--- src/rtl/hazard_scoreboard.sv ---
// Hazard detection for a 5-stage pipeline with a multi-cycle multiplier.
// Combinational stall/flush control plus a small multiply tracking FSM.
module hazard_scoreboard #(
  parameter int unsigned MUL_LATENCY = 4
) (
  input  logic        clk,
  input  logic        reset,
  input  logic [4:0]  IF_ID_rs,
  input  logic [4:0]  IF_ID_rt,
  input  logic        IF_ID_uses_rt,
  input  logic [4:0]  IF_ID_rd,
  input  logic        IF_ID_reg_write,
  input  logic        IF_ID_is_mul,
  input  logic        ID_EX_mem_read,
  input  logic [4:0]  ID_EX_rt,
  input  logic        MEM_WB_reg_write,
  input  logic        branch_taken,
  output logic        pc_write,
  output logic        IF_ID_write,
  output logic        ID_EX_bubble,
  output logic        IF_ID_flush,
  output logic        mul_busy,
  output logic        mul_wb_valid,
  output logic [4:0]  mul_wb_rd,
  output logic [15:0] stall_count
);

  typedef enum logic [1:0] {
    IDLE = 2'd0,
    BUSY = 2'd1,
    WB   = 2'd2
  } state_t;

  localparam logic [3:0] CNT_INIT = 4'(MUL_LATENCY - 1);

  state_t      state_q;
  logic [4:0]  pend_rd_q;
  logic [3:0]  cnt_q;
  logic [15:0] stall_cnt_q;

  logic load_use;
  logic raw_hit;
  logic waw_hit;
  logic mul_hazard;
  logic stall;
  logic accept;

  // Hazard terms; a pending rd of 0 never conflicts.
  always_comb begin
    load_use = ID_EX_mem_read && (ID_EX_rt != 5'd0) &&
               ((ID_EX_rt == IF_ID_rs) ||
                (IF_ID_uses_rt && (ID_EX_rt == IF_ID_rt)));
    raw_hit  = (pend_rd_q != 5'd0) &&
               ((pend_rd_q == IF_ID_rs) ||
                (IF_ID_uses_rt && (pend_rd_q == IF_ID_rt)));
    waw_hit  = (pend_rd_q != 5'd0) && IF_ID_reg_write &&
               (IF_ID_rd == pend_rd_q);
    mul_hazard = (state_q != IDLE) &&
                 (raw_hit || waw_hit || IF_ID_is_mul);
    stall  = (load_use || mul_hazard) && !branch_taken;
    accept = (state_q == IDLE) && IF_ID_is_mul && !stall && !branch_taken;
  end

  // Pipeline control and multiply write-back outputs.
  always_comb begin
    pc_write     = !stall;
    IF_ID_write  = !stall;
    ID_EX_bubble = stall;
    IF_ID_flush  = branch_taken;
    mul_busy     = (state_q != IDLE);
    mul_wb_valid = (state_q == WB) && !MEM_WB_reg_write;
    mul_wb_rd    = mul_wb_valid ? pend_rd_q : 5'd0;
    stall_count  = stall_cnt_q;
  end

  // Multiply tracker: accept, count down latency, wait for write-back slot.
  always_ff @(posedge clk) begin
    if (reset) begin
      state_q   <= IDLE;
      pend_rd_q <= 5'd0;
      cnt_q     <= 4'd0;
    end else begin
      unique case (state_q)
        IDLE: begin
          if (accept) begin
            state_q   <= BUSY;
            pend_rd_q <= IF_ID_rd;
            cnt_q     <= CNT_INIT;
          end
        end
        BUSY: begin
          if (cnt_q == 4'd0) begin
            state_q <= WB;
          end else begin
            cnt_q <= cnt_q - 4'd1;
          end
        end
        WB: begin
          if (!MEM_WB_reg_write) begin
            state_q   <= IDLE;
            pend_rd_q <= 5'd0;
          end
        end
        default: begin
          state_q <= IDLE;
        end
      endcase
    end
  end

  // Saturating stall cycle counter.
  always_ff @(posedge clk) begin
    if (reset) begin
      stall_cnt_q <= 16'd0;
    end else if (stall && (stall_cnt_q != 16'hFFFF)) begin
      stall_cnt_q <= stall_cnt_q + 16'd1;
    end
  end

endmodule
--- config.mk ---
export PLATFORM = sky130hd
export DESIGN_NAME = hazard_scoreboard
export DESIGN_NICKNAME = d
export VERILOG_FILES = /design/src/rtl/hazard_scoreboard.sv
export SDC_FILE = /design/constraint.sdc
export NUM_CORES = 1
export LEC_CHECK = 0
export CAP_MARGIN = 20
export CELL_PAD_IN_SITES_DETAIL_PLACEMENT = 1
export CELL_PAD_IN_SITES_GLOBAL_PLACEMENT = 1
export CORE_UTILIZATION = 34
export DETAILED_ROUTE_END_ITERATION = 12
export MAX_ROUTING_LAYER = met4
export PLACE_DENSITY_LB_ADDON = 0.1
export SLEW_MARGIN = 30
export SYNTH_ARGS = -nofsm -noshare
export SYNTH_HDL_FRONTEND = slang
export SYNTH_SLANG_ARGS = --single-unit
--- constraint.sdc ---
create_clock -name clk -period 2.87 [get_ports clk]
set_input_delay 0.574 -clock clk [delete_from_list [all_inputs] [get_ports clk]]
set_output_delay 0.574 -clock clk [all_outputs]
set_load 0.005 [all_outputs]
# After elaboration in Yosys (flattened, before gate mapping)
# Cells that the tools add are included.
dict set report word_totals {
  output_inout_bits 27
  reg_bits 27
  word_cells 61
}
dict set report classes {
  n_eq_ne 12
  reduce_logical 32
  mux 11
  n_addsub 2
}
# operator count
set op_table {}
lappend op_table {{$eq A5 B5 Y1} 5}
lappend op_table {{$add A16 B1 Y16 const B} 1}
lappend op_table {{$ne A16 B16 Y1 const B} 1}
lappend op_table {{$mux W5} 3}
lappend op_table {{$logic_and A1 B1 Y1} 14}
lappend op_table {{$pmux W5 S2} 1}
lappend op_table {{$reduce_bool A5 Y1} 2}
lappend op_table {{$reduce_and A3 Y1} 3}
lappend op_table {{$mux W4} 2}
lappend op_table {{$ne A2 B2 Y1 const B} 4}
lappend op_table {{$pmux W4 S2} 1}
lappend op_table {{$mux W2} 3}
lappend op_table {{$pmux W2 S3} 1}
lappend op_table {{$reduce_bool A2 Y1} 3}
lappend op_table {{$logic_or A1 B1 Y1} 5}
lappend op_table {{$logic_not A4 Y1} 1}
lappend op_table {{$sub A4 B1 Y4 const B} 1}
lappend op_table {{$logic_not A1 Y1} 3}
lappend op_table {{$eq A2 B1 Y1 const B} 1}
lappend op_table {{$eq A2 B2 Y1 const B} 1}
lappend op_table {{$logic_not A2 Y1} 1}

# Longest topological paths before layout
# Gate-level depths: netlist (run 1).
dict set report logic_depth {
  ltp_word 14
  mapped_depth 9
  mapped_depth_nobuf 8
}

# Worst setup path after synthesis (run 1)
# Ideal clock, no wire load.
dict set report synth_path {
  path_type {input to output}
  startpoint {input IF_ID_rs[2]}
  endpoint {output pc_write}
  cell_stages 6
  required_ps 2296
  arrival_ps 1799
  n_path_buf 1
  setup_slack_ps 497
  path_cell_list {xor2_1 > o41ai_1 > o31ai_1 > a21oi_1 > inv_1 > buf_4}
}
dict set report synth_between {
  elab_chain_cells 9
  word_cells_on_any_way 12
  cone_classes {eq/ne: 2; reduce/logical: 10}
}
# item line
set synth_rtl {}
lappend synth_rtl {{start: declaration} 8} ;# input logic [4:0] IF_ID_rs,
lappend synth_rtl {{$eq A5 B5 Y1} 54} ;# ((pend_rd_q == IF_ID_rs) ||
lappend synth_rtl {{$logic_or A1 B1 Y1} 54}
lappend synth_rtl {{$logic_and A1 B1 Y1} 53} ;# raw_hit = (pend_rd_q != 5'd0) &&
lappend synth_rtl {{$logic_or A1 B1 Y1 (2 in a row)} 59} ;# (raw_hit || waw_hit || IF_ID_is_mul);
lappend synth_rtl {{$logic_and A1 B1 Y1} 58} ;# mul_hazard = (state_q != IDLE) &&
lappend synth_rtl {{$logic_or A1 B1 Y1 (*)} 60} ;# stall = (load_use || mul_hazard) && !branch_taken;
lappend synth_rtl {{$logic_and A1 B1 Y1 (*)} 60}
lappend synth_rtl {{net ID_EX_bubble} 20} ;# output logic ID_EX_bubble,
lappend synth_rtl {{$logic_not A1 Y1 (*)} --}
lappend synth_rtl {{end: declaration} 18} ;# output logic pc_write,
# Mark *: on every way through the listed nets, which the timed path passes. The rest lies on a longest branch.

# Final worst setup path (run 1)
dict set report layout_path {
  startpoint {input ID_EX_rt[2]}
  endpoint {output pc_write}
}
dict set report layout_between {
  elab_chain_cells 7
  word_cells_on_any_way 10
  cone_classes {eq/ne: 2; reduce/logical: 8}
}
# item line
set layout_rtl {}
lappend layout_rtl {{start: declaration} 15} ;# input logic [4:0] ID_EX_rt,
lappend layout_rtl {{$eq A5 B5 Y1} 52} ;# (IF_ID_uses_rt && (ID_EX_rt == IF_ID_rt)));
lappend layout_rtl {{$logic_and A1 B1 Y1} 52}
lappend layout_rtl {{$logic_or A1 B1 Y1} 51} ;# ((ID_EX_rt == IF_ID_rs) ||
lappend layout_rtl {{$logic_and A1 B1 Y1 (*)} 50} ;# load_use = ID_EX_mem_read && (ID_EX_rt != 5'd0) &&
lappend layout_rtl {{$logic_or A1 B1 Y1 (*)} 60}
lappend layout_rtl {{$logic_and A1 B1 Y1 (*)} 60}
lappend layout_rtl {{$logic_not A1 Y1 (*)} 66} ;# pc_write = !stall;
# Mark *: on every way between the ends. The rest lies on a longest branch, timed or not.

==> summary.md, run 1 <==
| Metric | Value |
|---|---|
| Status | `finished clean` |
| Mapped cell area | `1800 sq um` |
| Pwr dens | `314 nW/um^2` |
| IO Pins | `55` |
| Worst vdd ir | `0.000251 V` |
| # hold bufs at CTS | `0` |
| Share of layout cells above drive strength 1 | `22.4%` |
| Cells after Synth | `roughly 210` |
| Register Area | `547 sq um` |
| Largest net degree at the start of global routing | `38` |
| NetSw | `about 0.00025 W` |
| CORE AREA | `between 5000 and 6000 sq um` |
| Placed Cells | `343` |
| Ys async rst share | `0%` |
| Area Growth Syn to Fin | `52.6%` |
| Worst slew pin tran | `about 0.39 ns` |
| Drc violations | `0` |
| Combinational share of power | `26.1%` |
| Number of synthesized flops with an enable pin | `0` |
| Slew Limit Fails | `0` |
| Worst EP arrival | `2.20 ns` |
| Worst min path class | `flop to flop` |
| Ys Warns | `0` |
| Synth area leaders | `dfxtp_1, xnor2_1, nor2_1, nor2b_1, mux2i_1` |
| RePlAce Congestion | `0.813` |
| Setup Skew | `0.00309 ns` |
| Final-layout fill cell count | `614` |
| Slew headroom | `73.7%` |
| Row cnt | `26` |
| Port Buffers | `54` |
| CTS root buffer | `clkbuf_8` |
| Die X | `74.7 microns` |
| Total Routing Usage GR | `about a fifth` |
| Die H | `74.7 microns` |
| Area leader, netlist | `dfxtp_1` |
| Vias in the first global route | `1,715` |
| CTS tree | `yes` |
| Clock buffer depth | `2` |
| Max Cap Viol | `0` |
| Initial Util | `about a third` |
| Drt pass-1 iters | `4` |
| Final Cycle Share | `96.7%` |
| Share of the synthesized area in the top cell type | `30.1%` |
| Clk_lat worst skew | `around 0.28 ns` |
| Slowest Stage Delay on Critical Path | `0.27 ns` |
| Worst setup EP type | `output port` |
| Fin Hold WS | `0.538 ns` |
| Leakage | `about 1.2 nW` |
| Unique masters post-synth | `50` |
| Endpoints failing setup | `0` |
| Final WL | `between 5000 and 6000 microns` |
| TritonCTS Buffers | `3` |
| Post-DP HPWL | `3710 microns` |
| Detail Route Antenna Nets | `0` |
| Finished Cell Area | `about 2700 sq um` |
| CP top delay family | `buffers and inverters` |
| F_max | `360 MHz` |
| Vias after detailed routing | `between 1,500 and 2,000` |
| Clock Sinks | `27` |
| Internal | `0.000608 W` |
| GRT overflow | `0` |
| Reg clk slew, reported paths | `0.10 ns` |
| Hold Fails Final Rpt | `0` |
| CP max-delay cell | `dlygate4sd2_1` |
| Sequential-to-total area share from yosys stat | `30.1%` |
| Drt initial violations | `66` |
| Tot Pwr | `approximately 0.00086 W` |
| Type of origin of the critical path | `input pin` |
| Crit path time final | `between 2 and 3 ns` |
| Die ar. | `5580 sq um` |
| First-pass GRT wire length | `8600 microns` |
| Seq pwr share | `between 40 and 50%` |
| Multi-input gate area | `1220 sq um` |
| Flops & latches, synth | `27` |
| Nets | `between 300 and 400` |
| Vias per std cell | `4.98` |
| Worst Path Buf+Inv | `5` |
| Critical Path Fanout Max | `3` |
| Dpl cell area | `between 2000 and 3000 sq um` |
| Final non-filler cell total | `360` |
| Main synth FF type | `dfxtp_1` |
| Ant diodes | `0` |
| Syn_nets | `242` |
| Clock power frac | `between 20% and 30%` |
| Initial antenna violation count | `0` |
| CP cell instances | `dlygate4sd2_1, buf_4, xnor2_1, nand2_1, o22ai_2, o211ai_1, buf_4, a21oi_2, inv_1, dlygate4sd2_1` |
| Req. time, crit path | `2.30 ns` |
| WS Path Type | `input pin to output port` |
| H-tree depth | `1` |
| Switch share | `roughly 30%` |
| Routed WL per cell | `around 15 microns` |
| Mapped Avg Cell Area | `8.52 sq um` |
## final timing paths
kind,from,end,slack [ns],cells past startpoint
worst max register to register,pend_rd_q[3]$_SDFFE_PP0P_,stall_count[3]$_SDFFE_PP0P_,0.32,9
worst min register to register,cnt_q[3]$_SDFFE_PP0P_,cnt_q[3]$_SDFFE_PP0P_,0.54,2
worst min-delay path,cnt_q[3]$_SDFFE_PP0P_,cnt_q[3]$_SDFFE_PP0P_,0.54,2
worst max-delay path,ID_EX_rt[2],pc_write,0.09,10
## placed cells by master (no fill, tap or decap), drive strengths merged, types with 5 or more instances in the layout
| cell type | netlist | routed |
|---|---|---|
| a21oi | 5 | 5 |
| and2 | 6 | 6 |
| and3 | 6 | 6 |
| buf | 7 | 35 |
| clkdlybuf4s50 | 0 | 32 |
| dfxtp | 27 | 27 |
| dlygate4sd2 | 0 | 13 |
| dlymetal6s2s | 0 | 8 |
| inv | 5 | 5 |
| mux2 | 10 | 10 |
| mux2i | 6 | 6 |
| nand2 | 10 | 10 |
| nand3 | 6 | 6 |
| nand4 | 8 | 8 |
| nor2 | 30 | 30 |
| nor2b | 15 | 15 |
| xnor2 | 25 | 25 |
## cell usage after synthesis, drive strengths merged (4+ instances only)
library cell,n
a21oi,5
mux2,10
xnor2,25
nor2,30
clkbuf,7
inv,5
and3,6
nor2b,15
xor2,4
and4,4
nand2,10
mux2i,6
dfxtp,27
and2,6
nand3,6
buf,7
nand4,8
## logic make-up (layout without fill, tap and decap cells)
group | Yosys count | in the layout | share of synthesized area (%)
AOI/OAI and AO/OA | 21 | 21 | 8.64
xor gates and xnor gates | 29 | 29 | 14.1
adders and majority gates | 3 | 3 | 2.09
buffers and inverters | 19 | 98 | 5.50
DFF | 27 | 27 | 30.1
muxes | 16 | 16 | 9.82
and+or+nand+nor | 96 | 96 | 29.7
## stage by stage
stage	utilization (%)	TNS (ns)	setup slack, ns
after floorplan	-	0	0.497
after global placement	49.1	-0.752	-0.263
after detailed placement	49.1	-0.975	-0.328
after CTS	51.9	0	0.0135
after global routing	53.7	-0.00173	-0.00161
final	53.7	0	0.0942
## metal layers
layer / global-route usage [%] / vias up / share of wire, %
met3: 3.08 / 5 / 3.4
met1: 28.1 / 868 / 50
met4: 4.40 / 0 / 0.80
met2: 32.9 / 37 / 46
met5: - / - / 0
li1: - / 883 / -
## state kept, by name, summed over array words and instances, names as in the netlist
signal / cells
cnt_q: 4
pend_rd_q: 5
state_q: 2
stall_count: 16
## worst min-delay path: cells and delay by family (launching register included)
kind	cells	cell delay [ns]
xor gates and xnor gates	1	0.08
DFF	1	0.36
and+or+nand+nor	1	0.07
## power by group through the flow
stage	logic (W)	registers (W)	clock network, W
finish	0.000224	0.000401	0.000235
floorplan	0.000116	0.000401	0
global route	0.000245	0.000404	0.000265
CTS	0.000212	0.000401	0.000245
global placement	0.000199	0.000410	0
detailed placement	0.000204	0.000411	0
## timing repair
| item | 4_1_cts | 5_1_grt |
|---|---|---|
| pin swaps | 3 | 10 |
| resized for setup | 24 | 14 |
| setup endpoints to repair | 3 | 10 |
| setup buffers | 10 | 3 |
## area by class of cell
cell class,instances,share of cell area [%]
multi-input cells,165,44.4
clock buffers,3,1.51
repair buffers,89,30.0
inverters,5,0.684
clock inverters,1,0.274
well taps,70,3.19
flip-flops and latches,27,19.9
Power figures use the tool's default switching activity.
==> run 2: changes to the inputs <==
- CELL_PAD_IN_SITES_DETAIL_PLACEMENT: 1 -> default
- CELL_PAD_IN_SITES_GLOBAL_PLACEMENT: 1 -> default
- CORE_MARGIN: default -> 2
- CORE_UTILIZATION: 34 -> 41
==> run 2 against run 1 <==
Setup slack worse by 0.031 ns. Maximum frequency fell by 1.1%. Final cell count fell by 4.7%. Combinational power decreased by 5%. First-iteration DRC count shrank 52%. Sequential power hardly changed. Sequential share of layout area rose by 0.48 points. Via count shrank 5.1%. Utilization is 8.1 points higher. Power shrank 4.5%. Register-to-register slack hardly changed. Critical path type unchanged. Largest cell class unchanged.
==> summary.md, run 2 (synthesized netlist as in run 1, its figures left out) <==
| Metric | Value |
|---|---|
| CORE AREA | `4290 sq um (-16%)` |
| Clock buffer depth | `2 (unchanged)` |
| Drc violations | `0 (unchanged)` |
| Clk_lat worst skew | `0.27 ns (about the same)` |
| R2R depth | `9 (unchanged)` |
| Worst min path class | `flop to flop` |
| Worst reg2reg path startpoint | `pend_rd_q[0]$_SDFFE_PP0P_` |
| Critical Path Fanout Max | `3 (unchanged)` |
| Req. time, crit path | `2.30 ns (about the same)` |
| Drt initial violations | `32 (-52%)` |
| RePlAce Congestion | `0.937 (+15%)` |
| Die X | `70.2 microns (-6.0%)` |
| Register Area | `542 sq um (-0.92%)` |
| Status | `finished clean` |
| Leakage | `1.16 nW (-2.9%)` |
| Nets | `323 (+0.31%)` |
| Worst hold stages | `1 (-1)` |
| Slowest Stage Delay on Critical Path | `0.56 ns (+0.29 ns)` |
| Drt pass-1 iters | `4 (unchanged)` |
| Slew Limit Fails | `0 (unchanged)` |
| Final-layout fill cell count | `403 (-34%)` |
| Setup Skew | `0.00591 ns (+0.00283 ns)` |
| First-pass GRT wire length | `7270 microns (-16%)` |
| GRT overflow | `0 (unchanged)` |
| Tot Pwr | `0.000822 W (-4.5%)` |
| Worst EP arrival | `2.23 ns (+0.03 ns)` |
| Max Cap Viol | `0 (unchanged)` |
| Worst setup EP type | `output port` |
| Worst hold endpoint | `state_q[0]$_SDFFE_PP0P_` |
| Post-DP HPWL | `3260 microns (-12%)` |
| Ant diodes | `0 (unchanged)` |
| CP most frequent cell | `buf_4` |
| Multi-input gate area | `1230 sq um (+0.72%)` |
| RR Endpoint | `stall_count[11]$_SDFFE_PP0P_` |
| Reg clk slew, reported paths | `0.08 ns (-0.02 ns)` |
| Setup TNS | `0 ns (unchanged)` |
| CP max-delay cell | `or4_4` |
| Die H | `70.2 microns (-6.0%)` |
| Detail Route Antenna Nets | `0 (unchanged)` |
| Most frequent cells in the layout | `buf_4, clkdlybuf4s50_1, nor2_1` |
| Crit path time final | `2.81 ns (+0.0309 ns)` |
| Clock Sinks | `27 (unchanged)` |
| Vias after detailed routing | `1,702 (-5.1%)` |
| IO Pins | `55 (unchanged)` |
| Worst slew pin tran | `0.395 ns (+0.00224 ns)` |
| Routed WL per cell | `12.8 microns (-14%)` |
| Share of layout cells above drive strength 1 | `26.1% (+3.7 points)` |
| WS Path Type | `input pin to output port` |
| CP top delay family | `buffers and inverters` |
| Pwr dens | `310 nW/um^2 (-1.3%)` |
| Largest net degree at the start of global routing | `17 (-55%)` |
| Vias per std cell | `4.96 (-0.37%)` |
| Vias in the first global route | `1,625 (-5.2%)` |
| Total Routing Usage GR | `18.5% (-2.3 points)` |
| Final Cycle Share | `97.8% (+1.1 points)` |
| Worst vdd ir | `0.000215 V (-14%)` |
| Area Growth Syn to Fin | `47.7%` |
| Worst Path Buf+Inv | `5 (unchanged)` |
| CTS root buffer | `clkbuf_8` |
| Row cnt | `24 (-7.7%)` |
| Endpoints failing setup | `0 (unchanged)` |
| Worst Hold Launch | `state_q[1]$_SDFFE_PP0P_` |
| H-tree depth | `1 (unchanged)` |
| Max reg flops | `16 (unchanged)` |
| F_max | `356 MHz (-1.1%)` |
| R2R setup slack | `0.33 ns (about the same)` |
| Hold Fails Final Rpt | `0 (unchanged)` |
| Type of origin of the critical path | `input pin` |
| Initial Util | `41.8% (+6.7 points)` |
| Initial antenna violation count | `0 (unchanged)` |
| CTS tree | `yes` |
| Commonest non-fill, non-tap cell in the layout | `buf_4` |
| Util after Layout | `61.8% (+8.1 points)` |
| Die ar. | `4930 sq um (-12%)` |
| # hold bufs at CTS | `0 (unchanged)` |
| CP cell instances | `clkdlybuf4s15_1, or4_4, o211ai_1, buf_4, a21oi_2, buf_4, inv_1, dlygate4sd2_1` |
| Final WL | `4400 microns (-18%)` |
| TritonCTS Buffers | `3 (unchanged)` |
| Port Buffers | `54 (unchanged)` |
| Slew headroom | `73.6% (-0.14 points)` |
[run 2: final cells by class]
class,count,area share [%]
multi-input combinational,165,46.2
timing repair buffer,90,28.5
sequential,27,20.4
tap,52,2.45
clock buffer,4,1.70
inverter,5,0.707
[run 2: worst max-delay path by stage]
stage          slack, ns  depth (start not counted)                         to        start
6_report            0.06                          8                   pc_write  ID_EX_rt[1]
5_1_grt            -0.02                         17  pend_rd_q[3]$_SDFFE_PP0P_  IF_ID_rt[2]
4_1_cts             0.03                          9                IF_ID_write  IF_ID_rd[2]
3_5_place_dp       -0.35                          9                IF_ID_write  IF_ID_rs[4]
3_3_place_gp       -0.32                          6                   pc_write  ID_EX_rt[2]
2_1_floorplan       0.50                          6                   pc_write  IF_ID_rs[2]
[run 2: where the power goes]
group / internal [W] / leakage, nW / switching (W) / total [W]
clock network: 0.0000992 / 0.0228 / 0.000111 / 0.000211
registers: 0.000386 / 0.219 / 0.0000128 / 0.000399
logic: 0.000118 / 0.921 / 0.0000952 / 0.000213
[run 2: layer usage]
layer	routed length, microns	track usage (%)	vias to the layer above	part of all wire, %
met1	2050	24.1	778	47
met3	146	3.17	6	3.3
met4	53	3.21	0	1.2
li1	-	-	890	-
met2	2150	30.7	28	49
met5	0	-	-	0
[run 2: stage by stage]
stage                     hold slack [ns]  cell area, sq um  instances  worst slack (ns)
after global placement              0.503              2480        324            -0.320
after CTS                           0.534              2620        339            0.0313
after global routing                0.563              2650        343           -0.0159
after detailed placement            0.515              2480        324            -0.349
after floorplan                     0.480              1800        211             0.497
final                               0.524              2650        343            0.0633
[run 2: what timing repair did]
item / in CTS / in global routing
gates cloned: 0 / 1
pin swaps: 4 / 17
resized for setup: 25 / 36
setup endpoints to repair: 3 / 10
setup buffers: 11 / 4
==> run 3: changes to the inputs <==
- PLACE_DENSITY_LB_ADDON: 0.1 -> 0.25
==> run 3 against run 2 <==
Hold slack got worse by 0.0014 ns. Sequential power hardly changed. Clock-buffer cell count is 1 lower. Register-to-register slack about the same. Clock skew hardly changed. Flip-flop and latch count unchanged. First-iteration DRC count is 63% higher. Non-clock buffer count shrank 7. Sequential share of layout area rose by 0.20 points. Combinational power down 2%. Power up 0.31%. Largest cell class unchanged.
==> summary.md, run 3 (synthesized netlist as in run 1, its figures left out) <==
| Metric | Value |
|---|---|
| CTS root buffer | `clkbuf_8` |
| First-pass GRT wire length | `7160 microns (-1.5%)` |
| Crit path time final | `2.81 ns (+0.00258 ns)` |
| Routed WL per cell | `12.9 microns (+0.97%)` |
| Final Cycle Share | `97.9% (about the same)` |
| Clock buffer depth | `2 (unchanged)` |
| TritonCTS Buffers | `3 (unchanged)` |
| Setup Skew | `0.00594 ns (+0.0000322 ns)` |
| Hold Fails Final Rpt | `0 (unchanged)` |
| Die ar. | `4930 sq um (unchanged)` |
| Worst slew pin tran | `0.799 ns (+0.405 ns)` |
| Status | `finished clean` |
| Finished Cell Area | `2620 sq um (-1.2%)` |
| Vias per std cell | `5.03 (+1.4%)` |
| Ant diodes | `0 (unchanged)` |
| F_max | `356 MHz (about the same)` |
| Met2 usage | `29.6% (-1.1 points)` |
| Area Growth Syn to Fin | `46.0%` |
| Slew headroom | `46.5% (-27 points)` |
| CORE AREA | `4290 sq um (unchanged)` |
| H-tree depth | `1 (unchanged)` |
| Most frequent cells in the layout | `clkdlybuf4s50_1, nor2_1, buf_4` |
| Detail Route Antenna Nets | `0 (unchanged)` |
| Dpl cell area | `2490 sq um (+0.61%)` |
| IO Pins | `55 (unchanged)` |
| Top Usage Layer GRT | `met2` |
| Final non-filler cell total | `336 (-2.0%)` |
| Final WL | `4350 microns (-1.1%)` |
| Worst vdd ir | `0.000184 V (-14%)` |
| Leakage | `1.11 nW (-4.6%)` |
| Critical Path Fanout Max | `2 (-1)` |
| Die H | `70.2 microns (unchanged)` |
| CTS tree | `yes` |
| Fin Hold WS | `0.523 ns (-0.00143 ns)` |
| Slew Limit Fails | `0 (unchanged)` |
| Vias after detailed routing | `1,690 (-0.71%)` |
| WS Path Type | `input pin to output port` |
| Die X | `70.2 microns (unchanged)` |
| Port Buffers | `54 (unchanged)` |
| Commonest non-fill, non-tap cell in the layout | `clkdlybuf4s50_1` |
| Largest net degree at the start of global routing | `25 (+8)` |
| Worst EP arrival | `2.24 ns (about the same)` |
| Clock Sinks | `27 (unchanged)` |
| Met1 GRT Util | `23.0% (-1.1 points)` |
| Req. time, crit path | `2.30 ns (about the same)` |
| Pwr dens | `314 nW/um^2 (+1.5%)` |
| Clk_lat worst skew | `0.27 ns (about the same)` |
| Placed Cells | `326 (+0.62%)` |
| Drt initial violations | `52 (+63%)` |
| Nets | `316 (-2.2%)` |
| Row cnt | `24 (unchanged)` |
| Final-layout fill cell count | `405 (+0.50%)` |
| GRT overflow | `0 (unchanged)` |
| Share of layout cells above drive strength 1 | `18.3% (-7.8 points)` |
| RePlAce Congestion | `0.893 (-4.6%)` |
| Reg clk slew, reported paths | `0.10 ns (+0.02 ns)` |
| Total Routing Usage GR | `18.4% (-0.13 points)` |
| Max reg flops | `16 (unchanged)` |
| Drt pass-1 iters | `4 (unchanged)` |
| Max Cap Viol | `0 (unchanged)` |
| Initial antenna violation count | `0 (unchanged)` |
| M3 GR Usage | `4.18% (+1.0 points)` |
| Worst min path class | `flop to flop` |
| Endpoints failing setup | `0 (unchanged)` |
| Vias in the first global route | `1,590 (-2.2%)` |
| Post-DP HPWL | `3210 microns (-1.5%)` |
| Initial Util | `41.8% (unchanged)` |
| Type of origin of the critical path | `input pin` |
| Drc violations | `0 (unchanged)` |
| Worst setup EP type | `output port` |
## run 3: worst paths after layout
path | slack (ns) | start | to | cells after the start
min | 0.52 | cnt_q[3]$_SDFFE_PP0P_ | cnt_q[3]$_SDFFE_PP0P_ | 2
max reg2reg | 0.33 | pend_rd_q[3]$_SDFFE_PP0P_ | stall_count[11]$_SDFFE_PP0P_ | 10
min reg2reg | 0.52 | cnt_q[3]$_SDFFE_PP0P_ | cnt_q[3]$_SDFFE_PP0P_ | 2
max | 0.06 | IF_ID_rd[4] | ID_EX_bubble | 8
## run 3: timing repair
item,in CTS,in global routing
endpoints found under the hold margin,0,0
endpoints found under the setup margin,3,3
pin swaps,3,8
setup buffers,3,3
gates resized for setup,14,5
hold buffers,0,0
## run 3: final cells by class
class,count,area (sq um),area share (%)
multi-input cells,165,1190,45.3
inverters,5,18.8,0.716
clock inverters,1,7.51,0.286
flip-flops and latches,27,541,20.6
repair buffers,83,761,29.0
well taps,52,65.1,2.48
clock buffers,3,41.3,1.57
## run 3: report_power, final
| part | internal [W] | leakage [nW] | switching [W] |
|---|---|---|---|
| clock network | 0.0000985 | 0.0217 | 0.000119 |
| logic | 0.000117 | 0.869 | 0.0000915 |
| registers | 0.000386 | 0.219 | 0.0000128 |
| total | 0.000601 | 1.11 | 0.000224 |
## run 3: worst max-delay path: stages
cell	delay [ns]
clkdlybuf4s50_1	0.50
xnor2_1	0.14
nand4_1	0.14
nor3_2	0.23
o31ai_2	0.13
a21oi_2	0.16
buf_4	0.13
dlygate4sd2_1	0.23
## run 3: layer usage
layer | up-vias | routed length, microns
li1 | 875 | -
met1 | 766 | 2020
met2 | 47 | 2000
met3 | 2 | 294
met4 | 0 | 31
met5 | - | 0
## run 3: stage by stage
step	util, %	total power, W	TNS [ns]	worst slack (ns)
after global routing	61.1	0.000878	-0.0138	-0.0138
after global placement	58.1	0.000608	-0.751	-0.265
final	61.1	0.000825	0	0.0607
after CTS	60.3	0.000833	0	0.0360
after floorplan	-	0.000517	0	0.497
after detailed placement	58.1	0.000611	-0.825	-0.288
==> RTL edit 1: new RTL, config.mk and constraints of run 2 <==
Encoding of `state_t`: now one-hot (3 bits for 3 states).
--- a/src/rtl/hazard_scoreboard.sv
+++ b/src/rtl/hazard_scoreboard.sv
@@ -27,6 +27,6 @@
 
-  typedef enum logic [1:0] {
-    IDLE = 2'd0,
-    BUSY = 2'd1,
-    WB   = 2'd2
+  typedef enum logic [2:0] {
+    IDLE = 3'b001,
+    BUSY = 3'b010,
+    WB   = 3'b100
   } state_t;
Formal check against the unedited RTL: no difference found for any inputs over 10 cycles, from zero or initial values and one cycle with reset high; not proved beyond that.
==> RTL edit 1 against run 2 <==
Clock skew down 0.0033 ns. Routed wire length up 1.9%. Total power down 1.5%. Worst setup slack improved by 0.038 ns. Final cell count up 1.2%. Sequential cell count rose by 1. Non-clock buffer count decreased by 4. Area after synthesis increased by 2.1%. First-iteration DRC count grew 44%. Cell area grew 0.19%. Fmax grew 1.4%. Sequential power increased by 2%. Critical endpoint unchanged.
==> RTL edit 1: results (changes against run 2) <==
status complete, no violations; Worst Setup SP IF_ID_rt[2]; hold path start stall_count[15]; Nets 328 (+1.5%); adder-cell area share of the yosys netlist 2.05% (-0.043 points); initial antenna violation count 0 (unchanged); multiplexer share of the synthesized area 0.546% (-9.3 points); reg2reg start pend_rd_q[1]; Via Count 1798 (+5.6%); register area share after synthesis 30.6% (+0.48 points); crit path DAT 2.19 ns (-0.04 ns); H-tree levels 1 (unchanged); Static Leak 1.02 nW (-12%); Unique masters post-synth 49 (-2.0%); detailed placement HPWL 3360 um (+3.2%); largest net degree at the start of global routing 16 (-1); Placement Setup Slack -0.384 ns (-0.0351 ns); first-pass GRT wire length 7620 um (+4.8%); Longest Clk Path Bufs 2 (unchanged); clk_skew 0.00260 ns (-0.00332 ns); DRT Pass-1 Iters 4 (unchanged); top cells by area, synth dfxtp_1 (31%), xnor2_1 (8.1%), xor2_1 (6.7%), a21oi_1 (4.9%), nand2_1 (3.5%); vias in the first global route 1679 (+3.3%); max incr delay on CP 0.35 ns (-0.21 ns); ratio of cells with drive above 1 in the final layout 20.7% (-5.4 points); Post-Syn Nets 251 (+3.7%); Worst-Margin Slew 0.540 ns (+0.146 ns); Compound-Gate Fraction of Synth Area 17.5% (+8.8 points); DP Area 2590 um2 (+4.5%); post-synthesis xor/xnor area fraction 14.8% (+0.67 points); Peak VDD IR 192 uV (-10%); Die Width 70.9 um (+0.98%); 1st-iter DRT viols 46 (+44%); GP Congestion 0.902 (-3.7%); final WL 4480 um (+1.9%); CTS Buf Count 3 (unchanged); commonest cells in the netlist dfxtp_1 (28), a21oi_1 (18), nand2_1 (17), xnor2_1 (17); slowest cell on the critical path nor4_2; Total GRT Usage 18.8% (+0.32 points)
[RTL edit 1: through the flow]
| step | cells | utilization [%] | power, mW |
|---|---|---|---|
| 3_3_place_gp | 343 | 60.0 | 0.609 |
| 3_5_place_dp | 343 | 60.0 | 0.609 |
| 4_1_cts | 347 | 61.5 | 0.820 |
| 5_1_grt | 347 | 61.5 | 0.861 |
| 2_1_floorplan | 220 | - | 0.514 |
| 6_report | 347 | 61.5 | 0.810 |
[RTL edit 1: logic make-up (layout without fill, tap and decap cells)]
family / after synthesis / count (layout)
flops: 28 / 28
xor+xnor: 31 / 31
mux: 1 / 1
compound gates: 45 / 45
fa+ha+maj: 3 / 3
buf+inv: 23 / 98
simple gates: 89 / 89
[RTL edit 1: layer usage]
layer | vias to the layer above | GRT usage, % | wire length (um)
met3 | 4 | 3.28 | 249
li1 | 912 | - | -
met1 | 833 | 25.1 | 2200
met5 | - | - | 0
met4 | 0 | 3.14 | 29
met2 | 49 | 30.5 | 2010
[RTL edit 1: worst max-delay path: cells and delay by family]
family                    cells  cell delay (ns)
xor gates and xnor gates      1             0.18
buffers and inverters         2             0.47
AOI/OAI and AO/OA             2             0.38
and+or+nand+nor               2             0.60
[RTL edit 1: report_power, final]
part	internal [mW]	switching, mW
Clock	0.0942	0.114
Sequential	0.397	0.00963
Combinational	0.106	0.0889
Total	0.597	0.213
[RTL edit 1: layout make-up]
class                           instances  area (um2)
Multi-Input combinational cell        169        1200
Fill cell                             396        1670
Tap cell                               52        65.1
Sequential cell                        28         561
Inverter                                9        33.8
Clock buffer                            3        41.3
Timing Repair Buffer                   86         758
[RTL edit 1: what timing repair did]
| action | in CTS | in global routing |
|---|---|---|
| setup endpoints to repair | 3 | 3 |
| pin swaps | 8 | 4 |
| resized for setup | 24 | 4 |
| buffers inserted | 1 | 0 |
[RTL edit 1: final timing paths]
path                     endpoint  slack, ns  depth (start not counted)
hold / removal    stall_count[15]       0.51                          2
setup / recovery         pc_write       0.10                          7
hold reg to reg   stall_count[15]       0.51                          2
setup reg to reg   stall_count[2]       0.49                         10
==> RTL edit 2: new RTL, config.mk and constraints of run 2 <==
Without the edit above. Make the reset (`reset`) asynchronous in 2 clocked blocks.
--- a/src/rtl/hazard_scoreboard.sv
+++ b/src/rtl/hazard_scoreboard.sv
@@ -76,3 +76,3 @@
   // Multiply tracker: accept, count down latency, wait for write-back slot.
-  always_ff @(posedge clk) begin
+  always_ff @(posedge clk or posedge reset) begin
     if (reset) begin
@@ -111,3 +111,3 @@
   // Saturating stall cycle counter.
-  always_ff @(posedge clk) begin
+  always_ff @(posedge clk or posedge reset) begin
     if (reset) begin
Function: differs if reset is asserted again (counterexample within 4 cycles, from zero or initial values and one cycle with reset high); with reset held inactive, the same outputs for 10 cycles.
==> RTL edit 2 against run 2 <==
Critical path depth stayed put. Area after synthesis is 2.7% lower. Routed wire length fell by 8.0%. Clock skew fell by 0.0034 ns. Sequential share of layout area increased by 7.0 points. Synthesized cell count shrank 18%. First-iteration DRC count increased by 41%. Cell area fell by 7.0%. Sequential cell count unchanged. Worst setup slack improved by 0.027 ns. Fmax up 0.99%.
Power is not compared: it rests on default switching activity, and its combinational part moved more than twofold at a synthesized area within 25%.
==> RTL edit 2: results (changes against run 2) <==
commonest cells in the netlist xnor2_1 (32), dfrtp_1 (27), inv_1 (10), xor2_1 (10), nand2_1 (9); Nets 269 (-17%); Critical R2R Capture stall_count[1]; hold path start stall_count[6]; M1 wire length 2050 um (+0.24%); asr flop ratio synth 100% (+100 points); DR WL met3 152 um (+4.1%); clock root buffer clkbuf_8; Worst Setup SP pend_rd_q[3]; final setup margin 0.0908 ns (+0.0275 ns); Post-Syn Nets 204 (-16%); detailed placement HPWL 3230 um (-0.85%); status complete, no violations; Top Metal Used met4; reg2reg setup slack 0.58 ns (+0.25 ns); slowest cell on the critical path or4_4; Post-synth top flop dfrtp_1; clk_skew 0.00255 ns (-0.00336 ns); Worst path top cell family by delay simple AND/OR/NAND/NOR gates; Placement Setup Slack -0.316 ns (+0.0335 ns); 1st-iter DRT viols 45 (+41%); WP buf/inv 3 (-2); Static Leak roughly 1.0 nW; M3 GR Usage 3.20% (+0.023 points); reg2reg start pend_rd_q[3]; ratio of cells with drive above 1 in the final layout 17.7% (-8.4 points); first-pass GRT wire length 6910 um (-4.8%); register area share after synthesis 38.7% (+8.6 points); final WL 4040 um (-8.0%); vias in the first global route 1493 (-8.1%); Unique masters post-synth 36 (-28%); crit path DAT 2.21 ns (-0.02 ns); M1 GR Usage 24.6% (+0.53 points); hold endpoint stall_count[6]; top cells by area, synth dfrtp_1 (39%), xnor2_1 (16%), xor2_1 (5.0%), nand3b_1 (3.4%), and2_1 (2.9%); # fillers 361 (-10%); Min Hold Slack 0.492 ns (-0.0321 ns); Total GRT Usage 17.8% (-0.65 points); Via Count 1435 (-16%); Setup crit end IF_ID_write
[RTL edit 2: final cells by class]
| class | instances | area [um2] | area share (%) |
|---|---|---|---|
| Clock buffer | 3 | 41.3 | 1.67 |
| Tap cell | 50 | 62.6 | 2.54 |
| Clock inverter | 1 | 5.00 | 0.203 |
| Timing Repair Buffer | 72 | 656 | 26.6 |
| Multi-Input combinational cell | 124 | 990 | 40.1 |
| Sequential cell | 27 | 676 | 27.4 |
| Inverter | 10 | 37.5 | 1.52 |
[RTL edit 2: power breakdown]
group	leakage [nW]	switching, mW	internal, mW
clock network	0.0255	0.117	0.0971
registers	0.351	0.101	0.483
logic	0.636	0.372	0.440
[RTL edit 2: timing repair]
| action | CTS | global route |
|---|---|---|
| buffers inserted | 1 | 2 |
| resized for setup | 22 | 2 |
| pin swaps | 9 | 5 |
| endpoints found under the setup margin | 3 | 3 |
[RTL edit 2: per-stage QoR]
| step | utilization [%] | TNS [ns] | cell area, um2 | instances |
|---|---|---|---|---|
| 6_report | 60.8 | 0 | 2470 | 287 |
| 2_1_floorplan | - | 0 | 1750 | 173 |
| 5_1_grt | 60.8 | 0 | 2470 | 287 |
| 4_1_cts | 60.6 | 0 | 2460 | 286 |
| 3_5_place_dp | 59.3 | -0.975 | 2410 | 282 |
| 3_3_place_gp | 59.3 | -0.781 | 2410 | 282 |
[RTL edit 2: cell families (layout without fill, tap and decap cells)]
group | Yosys count | count (layout) | share of synthesized area, %
adder cells (fa/ha/maj) | 3 | 3 | 2.15
AND/OR/NAND/NOR | 65 | 65 | 23.6
flip-flops | 27 | 27 | 38.7
XOR/XNOR | 42 | 42 | 21.0
AO/OA/AOI/OAI | 11 | 11 | 6.37
buffers and inverters | 22 | 86 | 6.30
multiplexers | 3 | 3 | 1.93
